<file path="src/rtl/mc_core_ctrl.sv">
// -----------------------------------------------------------------------------
// mc_core_ctrl
// Multi-cycle sequencer for the single-issue RV32I core. It steps each
// instruction through FETCH, DECODE, EXEC, optional MEM and WB around the
// shared decoder, ALU, register file and data-memory port. All outputs are
// registered (Moore) except ir_we, which follows imem_ack in FETCH.
//
// Optional feature (compile-time macro MC_CORE_CTRL_TRAP_EN):
//   defined   - an invalid instruction enters TRAP for one cycle: pc_we=1,
//               pc_sel=11, trap=1, no retire.
//   undefined - TRAP is unreachable and trap stays 0; an invalid instruction
//               retires through WB as a NOP (rf_we=0, pc_sel=00).
//
// Parameters:
//   MEM_TIMEOUT  max MEM cycles waiting for dmem_ack before ERROR (>=1)
//   CNT_W        width of the retired-instruction counter
//
// Ports:
//   clk, rst_n        clock (rising edge), async active-low reset
//   run_en            level; allows new fetches
//   imem_req/ack      instruction fetch handshake; ir_we loads the IR
//   dec_*             decoder control bits, sampled in DECODE
//   br_taken          ALU compare result, sampled in EXEC
//   dmem_req/we/ack   data memory handshake (we=1 for store)
//   rf_we, pc_we      one-cycle register-file / PC write enables
//   pc_sel            00 pc+4, 01 pc+imm, 10 rs1+imm, 11 trap vector
//   retire, instret   retire pulse and wrapping retired-instruction count
//   trap              illegal-instruction pulse
//   err               sticky memory-timeout error
//   state             current state, for debug
// -----------------------------------------------------------------------------
module mc_core_ctrl #(
    parameter int MEM_TIMEOUT = 16,
    parameter int CNT_W       = 32
) (
    input  logic             clk,
    input  logic             rst_n,
    input  logic             run_en,
    output logic             imem_req,
    input  logic             imem_ack,
    output logic             ir_we,
    input  logic             dec_valid_inst,
    input  logic             dec_branch,
    input  logic [1:0]       dec_jump,
    input  logic             dec_mem_read,
    input  logic             dec_mem_write,
    input  logic             dec_reg_write,
    input  logic             br_taken,
    output logic             dmem_req,
    output logic             dmem_we,
    input  logic             dmem_ack,
    output logic             rf_we,
    output logic             pc_we,
    output logic [1:0]       pc_sel,
    output logic             retire,
    output logic [CNT_W-1:0] instret,
    output logic             trap,
    output logic             err,
    output logic [2:0]       state
);

    typedef enum logic [2:0] {
        S_IDLE   = 3'd0,
        S_FETCH  = 3'd1,
        S_DECODE = 3'd2,
        S_EXEC   = 3'd3,
        S_MEM    = 3'd4,
        S_WB     = 3'd5,
        S_TRAP   = 3'd6,
        S_ERROR  = 3'd7
    } state_t;

    localparam int WAIT_W = (MEM_TIMEOUT < 1) ? 1 : $clog2(MEM_TIMEOUT + 1);
    // Last MEM cycle index (counter starts at 0 on MEM entry).
    localparam logic [WAIT_W-1:0] LAST_WAIT = WAIT_W'(MEM_TIMEOUT - 1);

    state_t            cur_state;
    logic [WAIT_W-1:0] wait_cnt;

    // Decoder bits captured in DECODE; EXEC/MEM/WB never look at dec_* again.
    logic       lat_branch;
    logic [1:0] lat_jump;
    logic       lat_mem_read;
    logic       lat_mem_write;
    logic       lat_reg_write;
    logic       lat_br_taken;

    logic       br_now;
    logic [1:0] wb_pc_sel;

    // IR load is the only Mealy output: it must coincide with the ack cycle.
    assign ir_we = (cur_state == S_FETCH) && imem_ack;
    assign state = cur_state;

    // PC source for the coming WB. From EXEC the compare result is still on
    // br_taken (it is being latched on the same edge); from MEM use the copy.
    // NOTE: every always_comb output gets a default first so no latch is inferred.
    always_comb begin
        br_now    = (cur_state == S_EXEC) ? br_taken : lat_br_taken;
        wb_pc_sel = 2'b00;
        if (lat_jump == 2'b01) begin
            wb_pc_sel = 2'b01;
        end else if (lat_jump == 2'b11) begin
            wb_pc_sel = 2'b10;
        end else if (lat_branch && br_now) begin
            wb_pc_sel = 2'b01;
        end
    end

    // NOTE: sequential state uses non-blocking assignments only, so every
    // register samples pre-edge values regardless of statement order.
    always_ff @(posedge clk or negedge rst_n) begin
        if (!rst_n) begin
            cur_state     <= S_IDLE;
            wait_cnt      <= '0;
            lat_branch    <= 1'b0;
            lat_jump      <= 2'b00;
            lat_mem_read  <= 1'b0;
            lat_mem_write <= 1'b0;
            lat_reg_write <= 1'b0;
            lat_br_taken  <= 1'b0;
            imem_req      <= 1'b0;
            dmem_req      <= 1'b0;
            dmem_we       <= 1'b0;
            rf_we         <= 1'b0;
            pc_we         <= 1'b0;
            pc_sel        <= 2'b00;
            retire        <= 1'b0;
            instret       <= '0;
            trap          <= 1'b0;
            err           <= 1'b0;
        end else begin
            // Pulse outputs default low; the state that enters WB/TRAP raises them.
            rf_we  <= 1'b0;
            pc_we  <= 1'b0;
            pc_sel <= 2'b00;
            retire <= 1'b0;
            trap   <= 1'b0;

            unique case (cur_state)
                S_IDLE: begin
                    if (run_en) begin
                        cur_state <= S_FETCH;
                        imem_req  <= 1'b1;
                    end
                end

                // A fetch in flight completes even if run_en drops.
                S_FETCH: begin
                    if (imem_ack) begin
                        cur_state <= S_DECODE;
                        imem_req  <= 1'b0;
                    end
                end

                S_DECODE: begin
                    lat_branch    <= dec_branch;
                    lat_jump      <= dec_jump;
                    lat_mem_read  <= dec_mem_read;
                    lat_mem_write <= dec_mem_write;
                    lat_reg_write <= dec_reg_write;
                    if (!dec_valid_inst) begin
`ifdef MC_CORE_CTRL_TRAP_EN
                        cur_state <= S_TRAP;
                        pc_we     <= 1'b1;
                        pc_sel    <= 2'b11;
                        trap      <= 1'b1;
`else
                        // Retire as a NOP: no register write, fall through to pc+4.
                        cur_state <= S_WB;
                        pc_we     <= 1'b1;
                        retire    <= 1'b1;
                        instret   <= instret + 1'b1;
`endif
                    end else begin
                        cur_state <= S_EXEC;
                    end
                end

                S_EXEC: begin
                    lat_br_taken <= br_taken;
                    if (lat_mem_read || lat_mem_write) begin
                        cur_state <= S_MEM;
                        dmem_req  <= 1'b1;
                        dmem_we   <= lat_mem_write;
                        wait_cnt  <= '0;
                    end else begin
                        cur_state <= S_WB;
                        rf_we     <= lat_reg_write;
                        pc_we     <= 1'b1;
                        pc_sel    <= wb_pc_sel;
                        retire    <= 1'b1;
                        instret   <= instret + 1'b1;
                    end
                end

                // Ack is tested first so an ack in the final allowed cycle wins.
                S_MEM: begin
                    if (dmem_ack) begin
                        cur_state <= S_WB;
                        dmem_req  <= 1'b0;
                        dmem_we   <= 1'b0;
                        rf_we     <= lat_reg_write;
                        pc_we     <= 1'b1;
                        pc_sel    <= wb_pc_sel;
                        retire    <= 1'b1;
                        instret   <= instret + 1'b1;
                    end else if (wait_cnt == LAST_WAIT) begin
                        cur_state <= S_ERROR;
                        dmem_req  <= 1'b0;
                        dmem_we   <= 1'b0;
                        err       <= 1'b1;
                    end else begin
                        wait_cnt <= wait_cnt + 1'b1;
                    end
                end

                S_WB, S_TRAP: begin
                    if (run_en) begin
                        cur_state <= S_FETCH;
                        imem_req  <= 1'b1;
                    end else begin
                        cur_state <= S_IDLE;
                    end
                end

                // Sticky: only rst_n leaves ERROR.
                S_ERROR: begin
                    cur_state <= S_ERROR;
                end

                default: begin
                    cur_state <= S_IDLE;
                end
            endcase
        end
    end

endmodule
</file>
<file path="config.mk">
export PLATFORM = sky130hd
export DESIGN_NAME = mc_core_ctrl
export DESIGN_NICKNAME = d
export VERILOG_FILES = /design/src/rtl/mc_core_ctrl.sv
export SDC_FILE = /design/constraint.sdc
export NUM_CORES = 1
export LEC_CHECK = 0
export ABC_AREA = 0
export CORE_ASPECT_RATIO = 1.75
export CORE_MARGIN = 2
export CORE_UTILIZATION = 40
export DETAILED_ROUTE_END_ITERATION = 16
export DONT_BUFFER_PORTS = 1
export PLACE_DENSITY_LB_ADDON = 0.3
export SYNTH_ARGS = -nofsm -noshare
export SYNTH_HDL_FRONTEND = slang
export SYNTH_SLANG_ARGS = --single-unit
</file>
<file path="constraint.sdc">
create_clock -name clk -period 5.6 [get_ports clk]
set_clock_uncertainty 0.1 [all_clocks]
set_input_delay 0.56 -clock clk [delete_from_list [all_inputs] [get_ports clk]]
set_output_delay 0.56 -clock clk [all_outputs]
set_load 0.05 [all_outputs]
</file>
; Word level (Yosys, flattened, before mapping)
; Cells that the tools add are included.
[totals]
elab_cells = 93
input_bits = 13
reg_bits = 55
[op_classes]
n_addsub = 2
bitwise = 1
muxes = 39
reduce_logical = 15
eq_ne = 20
[ops]
columns = operator, count
row1 = 2-to-1 mux 32 bit, 3
row2 = one-hot mux 32 bit (3 select lines), 1
row3 = "adder 32 x 1 -> 32 bit, second input constant", 1
row4 = one-hot mux 3 bit (7 select lines), 1
row5 = 2-to-1 mux 1 bit, 15
row6 = 2-to-1 mux 3 bit, 5
row7 = 2-to-1 mux 5 bit, 3
row8 = "!= test 2 bit, second input constant", 7
row9 = "equality test 3 bit, second input constant", 4
row10 = AND reduction 3 bit, 4
row11 = one-hot mux 5 bit (2 select lines), 1
row12 = 2-to-1 mux 2 bit, 4
row13 = one-hot mux 1 bit (2 select lines), 4
row14 = AND reduction 4 bit, 2
row15 = "equality test 3 x 2 -> 1 bit, second input constant", 2
row16 = "adder 5 x 1 -> 5 bit, second input constant", 1
row17 = "equality test 5 x 4 -> 1 bit, second input constant", 1
row18 = "!= test 2 x 1 -> 1 bit, second input constant", 2
row19 = one-hot mux 2 bit (2 select lines), 1
row20 = nonzero test 2 bit, 2
row21 = "equality test 3 x 1 -> 1 bit, second input constant", 1
row22 = logical NOT 3 bit, 1
row23 = "!= test 3 bit, second input constant", 1
row24 = one-hot mux 1 bit (3 select lines), 1
row25 = other kinds (8), 9

; Longest topological paths before layout
[depth]
ltp_word = 8
depth_mapped = 6
depth_no_buf = 6

; Least setup slack after synthesis
; OpenSTA, ideal clock, no wires.
[synth_timing]
kind = register to output
startpoint = reg cur_state[0], in the netlist state[0]
endpoint = out ir_we
arrival_ps = 2752
setup_slack_ps = 2188
stages_incl_launch_ff = 4
path_cell_list = dfrtp_1 -> clkbuf_1 -> inv_1 -> nor4b_1
[synth_via]
elab_chain_len = 2
[synth_lines]
columns = element, line
row1 = start: declaration, 77  ; state_t cur_state;
row2 = start signal: assignment, 114  ; cur_state <= S_IDLE;
row3 = start signal: assignment, 143  ; cur_state <= S_FETCH;
row4 = start signal: assignment, 151  ; cur_state <= S_DECODE;
row5 = equality test 3 x 1 -> 1 bit, 92  ; assign ir_we = (cur_state == S_FETCH) && imem_ack;
row6 = logical AND 1 bit, 92
row7 = end: declaration, 41  ; output logic ir_we,
; Every way passes these cells.

; Worst setup path after layout
[layout_timing]
startpoint = reg cur_state[1], in the netlist state[1]
endpoint = reg instret[3]
[layout_via]
elab_chain_len = 3
[layout_lines]
columns = element, line
row1 = equality test 3 x 2 -> 1 bit or equality test 3 bit (tied branches), 140  ; unique case (cur_state)
row2 = != test 2 bit (no line) or nonzero test 3 bit (tied branches), n/a
row3 = AND reduction 4 bit (no line), n/a
row4 = end signal: assignment, 173  ; instret <= instret + 1'b1;
row5 = end signal: assignment, 193  ; instret <= instret + 1'b1;
row6 = end signal: assignment, 207  ; instret <= instret + 1'b1;
row7 = end: declaration, 56  ; output logic [CNT_W-1:0] instret,
; Parallel ways exist; a longest one is shown, timed or not.
; A chain may end at the register's enable or synchronous reset.

==> out/summary.txt <==
Pre-antenna DRT Iters: 4
Yosys warnings: 0
Worst skew pair latency: 290 ps
Die footprint: 7340 um^2
Seq cells post-synth: 55
Slowest cell on crit path: dfrtp_1
CTS Root Buffer Type: clkbuf_16
Global-route wire length before repair: 9.00 mm
Crit path setup slack, layout: 2860 ps
Number of max-cap violations: 0
Core box area: 6490 um^2
Tightest Hold Check Type: primary input to async pin
Share of layout cells above drive strength 1: 0.0924
Crit-path max FO: 20
Final setup fails: 0
Period minus WS final: 2740 ps
Crit end category: flip-flop
Yosys cell types: 45
Largest stage delay, worst path: 900 ps
Mapped Area: 2660 um^2
Total wire length: 5.48 mm
Residual DRC count: 0
CP Cell Sequence: or4b_1 -> o211a_2 -> inv_1 -> nand4_1 -> xnor2_1
Synth Flop Type: dfrtp_1
PortBufs: 0
DR iter-0 viols: 110
Vias in the first global route: 1,785
Post-synth EDFFs: 0
Postcts setup bufs: 0
Pleak: 1.18 nW
Final count of pins violating max slew: 0
Die span in y: 112 um
Synth top area share: 0.518
GPL Wtd Cong: 0.785
Fin crit share: 0.489
R2R Path Start: state[1]
Status: completed
Post-DP HPWL: 3.85 mm
Slew HR: 0.426
Max Buffers Root-to-Sink: 2
Power Density: 462 nW/um^2
Max VDD drop: 344 uV
Area grow syn2layout: 7.82%
Largest cells by area after synthesis: dfrtp_1, xnor2_1, nand4_1
RSZ-0062 raised after global routing: false
Row cnt: 39
Post-placement setup slack: 2860 ps
Worst path bufs/invs: 1
Most common cell in the netlist: dfrtp_1
Worst-Margin Slew: 860 ps
Initial antenna violation count: 0
R2R setup slack: 2860 ps
Top post-synthesis cells by count: dfrtp_1, nand2_1, xnor2_1, nand4_1, nor2_1
Io pins: 59
Syn Nets: 258
Worst-path clk slew: 70 ps
Worst EP arrival: 2790 ps
CTS tree: yes
Routed wire length per instance: 17.1 um
Crit path kind: flip-flop to flip-flop
Num CTS Buffers: 5
Largest net degree at the start of global routing: 56
Avg Cell Area, Syn: 11.0 um^2
Fin Setup TNS: 0 ps
Starting Density: 0.409
Family with the most delay on the worst path: flip-flops
Vias: 1,800
Clock sinks: 55
Hold Vio Cnt, Final: 0
Nets: 255
Highest Clock Rate: 365 MHz
Sequential fraction of the synthesis area: 0.518
Yosys top cell by area: dfrtp_1
Worst setup SP type: flip-flop
CP Launch Point: state[1]
# diodes: 0
Antenna Nets Post-Route: 0
CTS HTree Levels: 2
All-layer global routing usage: 0.158
Synth Instances: 242
GRT overflow: 0
Worst Path Required: 5650 ps
Ys async rst share: 1.00
Die width: 65.6 um
Vias/cell: 5.63
==> area by class of cell <==
cell class / instances / area, um^2
Clock buffer: 6 / 129
Fill cell: 611 / 3620
Inverter: 3 / 11.3
Multi-Input combinational cell: 172 / 1210
Sequential cell: 55 / 1380
Tap cell: 82 / 103
Timing Repair Buffer: 2 / 35.0
==> final timing paths <==
| check | end | depth (start not counted) |
|---|---|---|
| max reg2reg | instret[3] | 5 |
| min | instret[31] | 1 |
| min reg2reg | rf_we | 1 |
| max | instret[3] | 5 |
| max in group asynchronous | instret[21] | 1 |
| min in group clk | lat_mem_write | 1 |
==> cell families (layout without fill, tap and decap cells) <==
kind of cell	Yosys count	after routing	synth area share
and+or+nand+nor	111	111	0.250
adders and majority gates	3	3	0.0141
buffers and inverters	15	11	0.0287
muxes	9	9	0.0372
other	1	1	0.00141
AOI/OAI and AO/OA	14	14	0.0381
DFF	55	55	0.518
xor gates and xnor gates	34	34	0.112
==> cell usage in the layout (no fill, tap or decap), drive strengths merged, types with 2 or more instances in the layout <==
master,count
o21ai,4
xor2,11
a311oi,2
and2,3
nand3,9
nand3b,2
mux2i,2
and3,10
a21boi,2
xnor2,23
nor3,3
nand4,16
mux2,7
and4,8
nor4b,5
nor4,7
or4b,2
dfrtp,55
nor2,13
ha,3
inv,3
buf,2
nand2,24
clkbuf,6
==> metal layers <==
metal | up-vias | wire, um | global-route usage
met5 | - | 0 | 0
li1 | 860 | - | -
met4 | 0 | 87 | 0.0542
met1 | 884 | 2170 | 0.175
met2 | 51 | 2920 | 0.276
met3 | 5 | 302 | 0.0566
==> report_power, final <==
part	total [mW]	internal, mW	switching, mW	leakage, nW
registers	0.758	0.477	0.281	0.689
clock network	0.287	0.161	0.126	0.0628
logic	0.277	0.127	0.150	0.428
total	1.32	0.765	0.557	1.18
==> stage by stage <==
stage	utilization	cells	power (mW)	hold WS, ps	instance area, um^2
final	0.441	320	1.32	20.4	2870
after floorplan	-	242	0.986	164	2660
after global routing	0.441	320	1.41	43.2	2870
after detailed placement	0.417	313	1.04	167	2710
after CTS	0.441	320	1.34	36.1	2870
after global placement	0.417	313	1.03	166	2710
==> state kept, by name, summed over array words and instances (netlist names) <==
name / count
dmem_we: 1
lat_jump: 2
rf_we: 1
err: 1
pc_sel: 2
lat_mem_read: 1
lat_reg_write: 1
lat_branch: 1
lat_mem_write: 1
imem_req: 1
dmem_req: 1
lat_br_taken: 1
state: 3
instret: 32
wait_cnt: 5
retire: 1
==> timing repair <==
item / 4_1_cts / 5_1_grt
hold buffers: 1 / 0
hold endpoints to repair: 55 / 0
gates resized for setup: 0 / 0
Note: power is estimated with default switching activity, not from simulation.
